===== src/rtl/camo_key_array.sv =====
// Key-configurable array of NCELL 2-input cells (XOR/NAND/NOR) behind a serially loaded key.
// Optional macro CAMO_KEY_PARITY_EN appends an even-parity bit to the serial key.
module camo_key_array #(
    parameter int NCELL = 8,
    parameter int KLEN  = 2 * NCELL
) (
    input  logic             clk,
    input  logic             rst_n,
    input  logic             key_sin,
    input  logic             key_sh,
    input  logic             key_commit,
    input  logic [NCELL-1:0] a_in,
    input  logic [NCELL-1:0] b_in,
    input  logic             in_valid,
    output logic             in_ready,
    output logic [NCELL-1:0] y_out,
    output logic             out_valid,
    input  logic             out_ready,
    output logic             unlocked,
    output logic             key_err
);

`ifdef CAMO_KEY_PARITY_EN
    localparam int SLEN = KLEN + 1;
`else
    localparam int SLEN = KLEN;
`endif
    localparam int CW = $clog2(SLEN + 2);
    localparam logic [CW-1:0] SLEN_C  = CW'(SLEN);
    localparam logic [CW-1:0] CNT_MAX = CW'(SLEN + 1);

    typedef enum logic [1:0] {
        S_LOCKED = 2'd0,
        S_LOAD   = 2'd1,
        S_ACTIVE = 2'd2
    } state_t;

    state_t            r_state;
    state_t            w_state_next;
    logic [SLEN-1:0]   r_shadow;
    logic [KLEN-1:0]   r_key;
    logic [CW-1:0]     r_count;
    logic              r_key_err;
    logic [NCELL-1:0]  r_y;
    logic              r_out_valid;
    logic [NCELL-1:0]  w_cell;
    logic              w_commit;
    logic              w_key_ok;
    logic              w_xfer;

    // A commit only counts in LOAD and loses to a simultaneous shift.
    assign w_commit = key_commit && !key_sh && (r_state == S_LOAD);

`ifdef CAMO_KEY_PARITY_EN
    assign w_key_ok = (r_count == SLEN_C) && !(^r_shadow);
`else
    assign w_key_ok = (r_count == SLEN_C);
`endif

    always_comb begin
        w_state_next = r_state;
        if (key_sh) begin
            w_state_next = S_LOAD;
        end else if (w_commit) begin
            w_state_next = w_key_ok ? S_ACTIVE : S_LOCKED;
        end
    end

    always_ff @(posedge clk) begin
        if (!rst_n) begin
            r_state <= S_LOCKED;
        end else begin
            r_state <= w_state_next;
        end
    end

    always_ff @(posedge clk) begin
        if (!rst_n) begin
            r_shadow  <= '0;
            r_key     <= '0;
            r_count   <= '0;
            r_key_err <= 1'b0;
        end else if (key_sh) begin
            r_shadow <= {key_sin, r_shadow[SLEN-1:1]};
            if (r_count != CNT_MAX) begin
                r_count <= r_count + 1'b1;
            end
        end else if (w_commit) begin
            r_count <= '0;
            if (w_key_ok) begin
                r_key     <= r_shadow[KLEN-1:0];
                r_key_err <= 1'b0;
            end else begin
                r_key     <= '0;
                r_key_err <= 1'b1;
            end
        end
    end

    generate
        for (genvar gi = 0; gi < NCELL; gi++) begin : g_cell
            always_comb begin
                if (r_key[2*gi]) begin
                    w_cell[gi] = a_in[gi] ^ b_in[gi];
                end else if (r_key[2*gi+1]) begin
                    w_cell[gi] = ~(a_in[gi] | b_in[gi]);
                end else begin
                    w_cell[gi] = ~(a_in[gi] & b_in[gi]);
                end
            end
        end
    endgenerate

    assign unlocked = (r_state == S_ACTIVE);
    assign in_ready = unlocked && (!r_out_valid || out_ready);
    assign w_xfer   = in_valid && in_ready;

    // Anything that leaves (or stays out of) ACTIVE flushes the output stage.
    always_ff @(posedge clk) begin
        if (!rst_n) begin
            r_y         <= '0;
            r_out_valid <= 1'b0;
        end else if (w_state_next != S_ACTIVE) begin
            r_y         <= '0;
            r_out_valid <= 1'b0;
        end else if (w_xfer) begin
            r_y         <= w_cell;
            r_out_valid <= 1'b1;
        end else if (out_ready) begin
            r_out_valid <= 1'b0;
        end
    end

    assign y_out     = r_y;
    assign out_valid = r_out_valid;
    assign key_err   = r_key_err;

endmodule


===== config.mk =====
export PLATFORM = sky130hd
export DESIGN_NAME = camo_key_array
export DESIGN_NICKNAME = d
export VERILOG_FILES = /design/src/rtl/camo_key_array.sv
export SDC_FILE = /design/constraint.sdc
export NUM_CORES = 1
export LEC_CHECK = 0
export CORE_ASPECT_RATIO = 0.7
export CORE_MARGIN = 2
export CORE_UTILIZATION = 54
export DETAILED_ROUTE_END_ITERATION = 10
export PLACE_DENSITY = 0.79
export SKIP_CTS_REPAIR_TIMING = 1
export SLEW_MARGIN = 20
export SYNTH_ARGS = -nofsm -noshare
export SYNTH_HDL_FRONTEND = slang
export SYNTH_SLANG_ARGS = --single-unit
export TNS_END_PERCENT = 50

===== constraint.sdc =====
create_clock -name clk -period 1.9 [get_ports clk]
set_input_delay 0.38 -clock clk [delete_from_list [all_inputs] [get_ports clk]]
set_output_delay 0.38 -clock clk [all_outputs]
set_load 0.01 [all_outputs]

---- After elaboration in Yosys (flattened, before gate mapping) ----
Cells that the tools add are included.
word-level totals
  logic and storage cells ................. 94
  output and inout bits ................... 12
  register bits ........................... 49
operators by class
  bitwise gates (word level) .............. 42
  mux-type cells .......................... 26
  $add $sub $neg .......................... 1
  eq/ne operators ......................... 6
  reduce and logical (&&, ||, !) cells .... 12
operators by type and width
  cell                                                             number
  1-bit 2-to-1 mux                                                 19
  1-bit NOT                                                        18
  16-bit 2-to-1 mux                                                1
  5-bit 2-to-1 mux                                                 3
  1-bit AND                                                        8
  1-bit OR                                                         8
  1-bit bitwise XOR                                                8
  2-bit 2-to-1 mux                                                 3
  5-bit by 1-bit adder with 5-bit output, second input constant    1
  5-bit == test, second input constant                             1
  5-bit != test, second input constant                             1
  1-bit logical AND                                                4
  2-bit AND reduction                                              2
  2-bit nonzero test                                               2
  2-bit by 1-bit == test with 1-bit output, second input constant  1
  2-bit == test, second input constant                             1
  1-bit logical NOT                                                2
  2-bit by 1-bit != test with 1-bit output, second input constant  1
  2-bit != test, second input constant                             1
  2-bit OR reduction                                               1
  1-bit logical OR                                                 1

---- Longest topological paths before layout ----
Gate-level depths: netlist of the first run.
  word-level depth ........................ 7
  depth in mapped cells ................... 7

---- Worst setup path before layout of the first run ----
OpenSTA, ideal clock, no wires.
  path type ............................... register to register
  start point ............................. register r_count[0]
  end point ............................... register r_y[4] (netlist: y_out[4])
  period minus slack after synthesis ...... 1.521 ns
  slack ................................... 0.379 ns
  stages on the path, launching flop included .. 8
  data arrival time ....................... 1.395 ns
  cell sequence ........................... dfxtp_1 inv_1 ha_1 and4bb_1 buf_2 and2b_1 o21ai_4 nor3_1
between the ends
  cells in the longest elaborated chain, start to end .. 6
RTL lines
  what                                 line  source
  from (decl)                          42    logic [CW-1:0] r_count;
  from (signal assigned)               86    r_count <= r_count + 1'b1;
  5-bit == test                        57    assign w_key_ok = (r_count == SLEN_C);
  2-bit 2-to-1 mux                     65    w_state_next = w_key_ok ? S_ACTIVE : S_LOCKED;
  2-bit 2-to-1 mux                     64    end else if (w_commit) begin
  2-bit 2-to-1 mux                     62    if (key_sh) begin
  2-bit != test                        123   end else if (w_state_next != S_ACTIVE) begin
  2-bit OR reduction (no source line)  n/a
  to (signal assigned)                 127   r_y <= w_cell;
  to (decl)                            44    logic [NCELL-1:0] r_y;
No other way between the ends.
A chain may end at the register's enable or synchronous reset.

---- Worst setup path in the final report of the first run ----
  start point ............................. register r_state[0]
  end point ............................... output unlocked
between the ends
  cells in the longest elaborated chain, start to end .. 1
RTL lines
  what                    line  source
  from (decl)             38    state_t r_state;
  from (signal assigned)  73    r_state <= w_state_next;
  2-bit == test           114   assign unlocked = (r_state == S_ACTIVE);
  to (decl)               19    output logic unlocked,
No other way between the ends.

==> results.json, run 1 <==
{
  "outcome": "completed",
  "cap_violations": 0,
  "drive_above_1_share_pct": 7.47,
  "synthFlopType": "dfxtp_1",
  "ir_worst_vdd_uv": 482,
  "worst_slack_ns": 0.0479,
  "grt_antenna_before_repair": 0,
  "clockBufferDepth": 2,
  "post-place-ws_ns": -0.113,
  "fin_crit_sh_pct": 97.5,
  "finalCriticalPeriod_ns": 1.85,
  "vias": 1852,
  "cts-buffers-inserted": 5,
  "slew_headroom_pct": 73.0,
  "r2r_cells": 6,
  "rsz0062_at_grt": "no",
  "finalHoldViolCount": 0,
  "crit_type": "register to primary output",
  "grt_remaining_overflow": 0,
  "grt_first_pass_wirelength_mm": 7.92,
  "drt-initial-drc-count": 78,
  "synth_edf_count": 0,
  "core_mm2": 0.00430,
  "gr-usage-all-layers_pct": 20.1,
  "dieArea_mm2": 0.00498,
  "reg2reg_slack_ns": 0.33,
  "maxSlewViolCount": 0,
  "synth_area_per_cell_um2": 8.85,
  "clk_pin_slew_ns": 0.09,
  "tightest_slew_ns": 0.401,
  "viasPerCell": 5.10,
  "cts_tree": "yes",
  "placed_cells": 355,
  "cp-startpoint": "r_state[0]$_SDFF_PN0_",
  "whs_endpoint": "y_out[6]$_SDFFE_PP0P_",
  "setup_viol": 0,
  "finalClockSkew_ns": 0.00383,
  "cts.sinks": 49,
  "postRouteAntennaNets": 0,
  "routed_wl_mm": 4.64,
  "place.gp.congestion": 0.849,
  "syn_nets": 312,
  "total_power_mw": 2.08,
  "critPathCaptureType": "primary output",
  "synth_async_sr_flop_share_pct": 0,
  "setup.worst_path.start_class": "register",
  "placed_cell_area_mm2": 0.00281,
  "reg2reg_to": "y_out[5]$_SDFFE_PP0P_",
  "min_path_cells": 2,
  "worst-path-max-fanout": 4,
  "fmax_ghz": 0.540,
  "worstHoldStart": "y_out[6]$_SDFFE_PP0P_",
  "antenna_cells": 0,
  "cp.required_ns": 1.52,
  "yosysUniqueCellTypes": 32,
  "grt_max_degree": 43,
  "grt_pass1_vias": 1781,
  "io_pins": 35,
  "insertion_delay_ns": 0.30,
  "cts.htree.levels": 2,
  "holdWs_ns": 0.460,
  "firstDrtPassIters": 4,
  "hp-class": "register to register",
  "hpwl_mm": 3.35,
  "drc": 0,
  "rows": 20,
  "initial_core_util_pct": 55.5,
  "areaGrowthSynthToFinish_pct": 23.4,
  "final_nets": 349,
  "fp.dieH_um": 59.7,
  "synth_seq_cells": 49,
  "cellPowerDensity_mw_per_mm2": 707,
  "final_area_mm2": 0.00295,
  "seq_area_frac_synth_pct": 41.0,
  "root_buffer": "clkbuf_8",
  "fin_cells": 363,
  "ys_warn_count": 0,
  "n_fill_cell": 359,
  "syn_inst": 270,
  "wire_per_inst_um": 12.8,
  "rr_startpoint": "r_count[0]$_SDFFE_PN0P_",
  "fp.dieW_um": 83.5,
  "p_leak_nw": 1.20,
  "cp_data_arrival_time_ns": 1.47,
  "io_buffer_count": 34,
  "netlist_area_mm2": 0.00239
}
-- routing by layer --
metal  up-vias  part of all wire [%]  GRT usage, %
li1        983                     -             -
met1       819                    53          27.5
met2        44                    42          31.9
met3         6                   4.4          4.28
met4         0                   1.4          7.83
met5         -                     0             0
-- flip-flops by register name (all words and copies together) (netlist names) --
signal / cells
y_out: 8
r_state: 2
out_valid: 1
r_key: 16
r_count: 5
key_err: 1
r_shadow: 16
-- layout by cell type, fill, tap and decap left out, types with 2 or more instances in the layout --
master / instances
nand2b_1: 2
clkbuf_8: 5
nand2_1: 34
a211oi_1: 8
bufinv_16: 2
ha_1: 19
and2_1: 2
mux2i_1: 16
a21boi_1: 16
a21oi_1: 14
xor2_1: 2
inv_1: 24
o22ai_1: 4
nor3_1: 2
nor2_1: 7
clkdlybuf4s50_1: 33
nor2b_1: 19
nand3_1: 18
or2_2: 2
dfxtp_1: 49
a211o_1: 6
buf_4: 10
-- area by class of cell --
cell class | instances | area [um2] | share of cell area, %
Multi-Input combinational cell | 183 | 1260 | 42.6
Sequential cell | 49 | 981 | 33.3
Timing Repair Buffer | 44 | 418 | 14.2
Inverter | 24 | 90.1 | 3.05
Clock buffer | 5 | 68.8 | 2.33
Tap cell | 55 | 68.8 | 2.33
Clock inverter | 3 | 65.1 | 2.21
-- synth_stat cells (2+ instances only) --
master,instances,area share [%]
a211o_1,6,2.2
a211oi_1,8,2.5
a21boi_1,16,5.0
a21oi_1,14,2.9
and2_1,2,0.52
buf_2,8,1.7
clkbuf_1,6,0.94
dfxtp_1,49,41
ha_1,19,9.9
inv_1,24,3.8
mux2i_1,16,6.7
nand2_1,34,5.3
nand2b_1,2,0.52
nand3_1,18,3.8
nor2_1,7,1.1
nor2b_1,19,5.0
nor3_1,2,0.42
o22ai_1,4,1.0
or2_2,2,0.52
xor2_1,2,0.73
-- critical path, cell delays in order, from the launching register on --
cell and delay, ns:
dfxtp_1 0.33, and2b_4 0.30, clkdlybuf4s50_1 0.54
-- worst max-delay path by stage --
stage	end	slack (ns)	cells after the start
floorplan	y_out[4]$_SDFFE_PP0P_	0.38	7
global placement	in_ready	-0.08	4
detailed placement	in_ready	-0.11	4
CTS	in_ready	-0.15	3
global route	unlocked	0.001	2
finish	unlocked	0.05	2
-- per-stage QoR --
| stage | utilization (%) | TNS, ns |
|---|---|---|
| global placement | 65.3 | -0.0829 |
| global route | 68.5 | 0 |
| floorplan | - | 0 |
| finish | 68.5 | 0 |
| detailed placement | 65.3 | -0.113 |
| CTS | 68.4 | -0.151 |
-- kinds of logic (layout without fill, tap and decap cells) --
family | Yosys count | count (layout) | synth area share (%)
fa+ha+maj | 19 | 19 | 9.95
compound gates | 53 | 53 | 15.4
buf+inv | 38 | 76 | 6.39
mux | 16 | 16 | 6.70
xor+xnor | 2 | 2 | 0.733
simple gates | 93 | 93 | 19.7
flops | 49 | 49 | 41.0
-- power by group --
part,internal (mW),switching [mW]
logic,0.0968,0.0789
registers,1.03,0.00744
clock network,0.523,0.343
total,1.65,0.430
(Power assumes the default switching activity.)
==> inputs of run 2 (changes only) <==
Settings changed: CORE_ASPECT_RATIO 0.7 to 1.5.
==> results.json, run 2 (synthesized netlist as in run 1, its figures left out) <==
{
  "combPwrFrac_pct": 8.8,
  "wire_per_inst_um": 12.4,
  "areaGrowthSynthToFinish_pct": 22.9,
  "critPathCaptureType": "primary output",
  "gr-usage-all-layers_pct": 19.4,
  "finalClockSkew_ns": 0.00556,
  "drc": 0,
  "finalCriticalPeriod_ns": 1.66,
  "drt-initial-drc-count": 38,
  "cellPowerDensity_mw_per_mm2": 669,
  "endpoint": "in_ready",
  "critPathBufInv": 2,
  "place.gp.congestion": 0.711,
  "final_cell_mix": "dfxtp_1 (49), nand2_1 (34), clkdlybuf4s50_1 (32)",
  "setup_viol": 0,
  "hpwl_mm": 3.18,
  "fmax_ghz": 0.603,
  "cts-buffers-inserted": 5,
  "rr_startpoint": "r_count[0]$_SDFFE_PN0P_",
  "reg2reg_slack_ns": 0.29,
  "core_mm2": 0.00425,
  "reg2reg_to": "y_out[5]$_SDFFE_PP0P_",
  "insertion_delay_ns": 0.30,
  "worst-path-max-fanout": 2,
  "n_fill_cell": 346,
  "viasPerCell": 5.27,
  "placed_cells": 347,
  "cts.sinks": 49,
  "worstPathCellList": "clkdlybuf4s50_1 > nand2b_1 > and2_1 > dlymetal6s2s_1",
  "p_leak_nw": 1.22,
  "r2r_cells": 6,
  "cp.required_ns": 1.52,
  "cap_violations": 0,
  "rows": 29,
  "fin_crit_sh_pct": 87.2,
  "drive_above_1_share_pct": 7.74,
  "ir_worst_vdd_uv": 576,
  "initial_core_util_pct": 56.3,
  "clockBufferDepth": 2,
  "grt_max_degree": 43,
  "post-place-ws_ns": -0.102,
  "io_pins": 35,
  "cts.htree.levels": 2,
  "fp.dieW_um": 58.3,
  "final_common_cell": "dfxtp_1",
  "root_buffer": "clkbuf_8",
  "clk_pin_slew_ns": 0.08,
  "worst_slack_ns": 0.242,
  "grt_antenna_before_repair": 0,
  "cts_tree": "yes",
  "critPathTopFamily": "buffers and inverters",
  "total_power_mw": 1.97,
  "crit_type": "primary input to primary output",
  "grt_remaining_overflow": 0,
  "firstDrtPassIters": 4,
  "p_int_mw": 1.56,
  "cp_data_arrival_time_ns": 1.28,
  "power_frac_seq_pct": 53.0,
  "grt_pass1_vias": 1803,
  "postRouteAntennaNets": 0,
  "routed_wl_mm": 4.43,
  "antenna_cells": 0,
  "fp.dieH_um": 85.5,
  "power.switching_mw": 0.407,
  "cpPeakStageDelay_ns": 0.39,
  "dieArea_mm2": 0.00498,
  "slew_headroom_pct": 68.3,
  "cp-startpoint": "out_ready",
  "io_buffer_count": 34,
  "fin_cells": 356,
  "outcome": "completed",
  "maxSlewViolCount": 0,
  "tightest_slew_ns": 0.471,
  "setup.worst_path.start_class": "primary input",
  "grt_first_pass_wirelength_mm": 7.70,
  "rsz0062_at_grt": "no",
  "finalHoldViolCount": 0,
  "p_clk_share_pct": 38.2,
  "worst_path_max_delay_cell": "clkdlybuf4s50_1",
  "final_nets": 351,
  "switching_share_pct": 20.7,
  "hp-class": "register to register",
  "vias": 1876,
  "cp.depth": 4
}
run 2: cell types whose count changed in the layout (fill, tap and decap cells not counted), sizes merged:
cell,change
clkinv,-1
clkbuf,+2
dlymetal6s2s,+1
buf,+2
bufinv,-1
clkdlybuf4s50,-1
run 2: worst register-to-register path, delay by kind of cell (launching register included):
family | cells | cell delay [ns]
AND/OR/NAND/NOR | 3 | 0.49
adder cells (fa/ha/maj) | 1 | 0.20
AO/OA/AOI/OAI | 1 | 0.29
buffers and inverters | 1 | 0.09
flip-flops | 1 | 0.42
run 2: cell type report:
class,count,area [um2],share of cell area (%)
Multi-Input combinational cell,183,1260,42.8
Clock buffer,7,86.3,2.94
Inverter,24,90.1,3.07
Timing Repair Buffer,46,435,14.8
Clock inverter,1,30.0,1.02
Sequential cell,49,981,33.4
Tap cell,46,57.6,1.96
run 2: how the worst min path moves through the flow:
stage	from	endpoint	slack [ns]	cells past startpoint
after floorplan	r_key[11]$_SDFFE_PN0P_	r_key[11]$_SDFFE_PN0P_	0.44	2
after global placement	y_out[1]$_SDFFE_PP0P_	y_out[1]$_SDFFE_PP0P_	0.44	2
after detailed placement	y_out[6]$_SDFFE_PP0P_	y_out[6]$_SDFFE_PP0P_	0.45	2
after CTS	y_out[6]$_SDFFE_PP0P_	y_out[6]$_SDFFE_PP0P_	0.46	2
after global routing	y_out[6]$_SDFFE_PP0P_	y_out[6]$_SDFFE_PP0P_	0.49	2
final	y_out[1]$_SDFFE_PP0P_	y_out[1]$_SDFFE_PP0P_	0.46	2
run 2: power by group through the flow:
stage	Clock, mW	Sequential (mW)	Combinational, mW
3_3_place_gp	0	1.07	0.168
2_1_floorplan	0	1.07	0.0971
4_1_cts	0.772	1.04	0.175
5_1_grt	0.806	1.04	0.197
6_report	0.750	1.04	0.173
3_5_place_dp	0	1.07	0.174
run 2: metrics by stage:
stage               TNS, ns  hold slack [ns]  instance area (um2)  util (%)
floorplan                 0            0.439                 2390         -
global placement    -0.0814            0.442                 2810      66.1
detailed placement   -0.102            0.447                 2810      66.1
CTS                  -0.110            0.458                 2920      68.9
global route              0            0.486                 2940      69.2
finish                    0            0.456                 2940      69.2
run 2: metal layers:
metal / wire [um] / global-route usage (%)
met5: 0 / 0
met4: 74 / 8.03
met3: 150 / 3.35
met2: 2240 / 33.8
met1: 1960 / 22.7
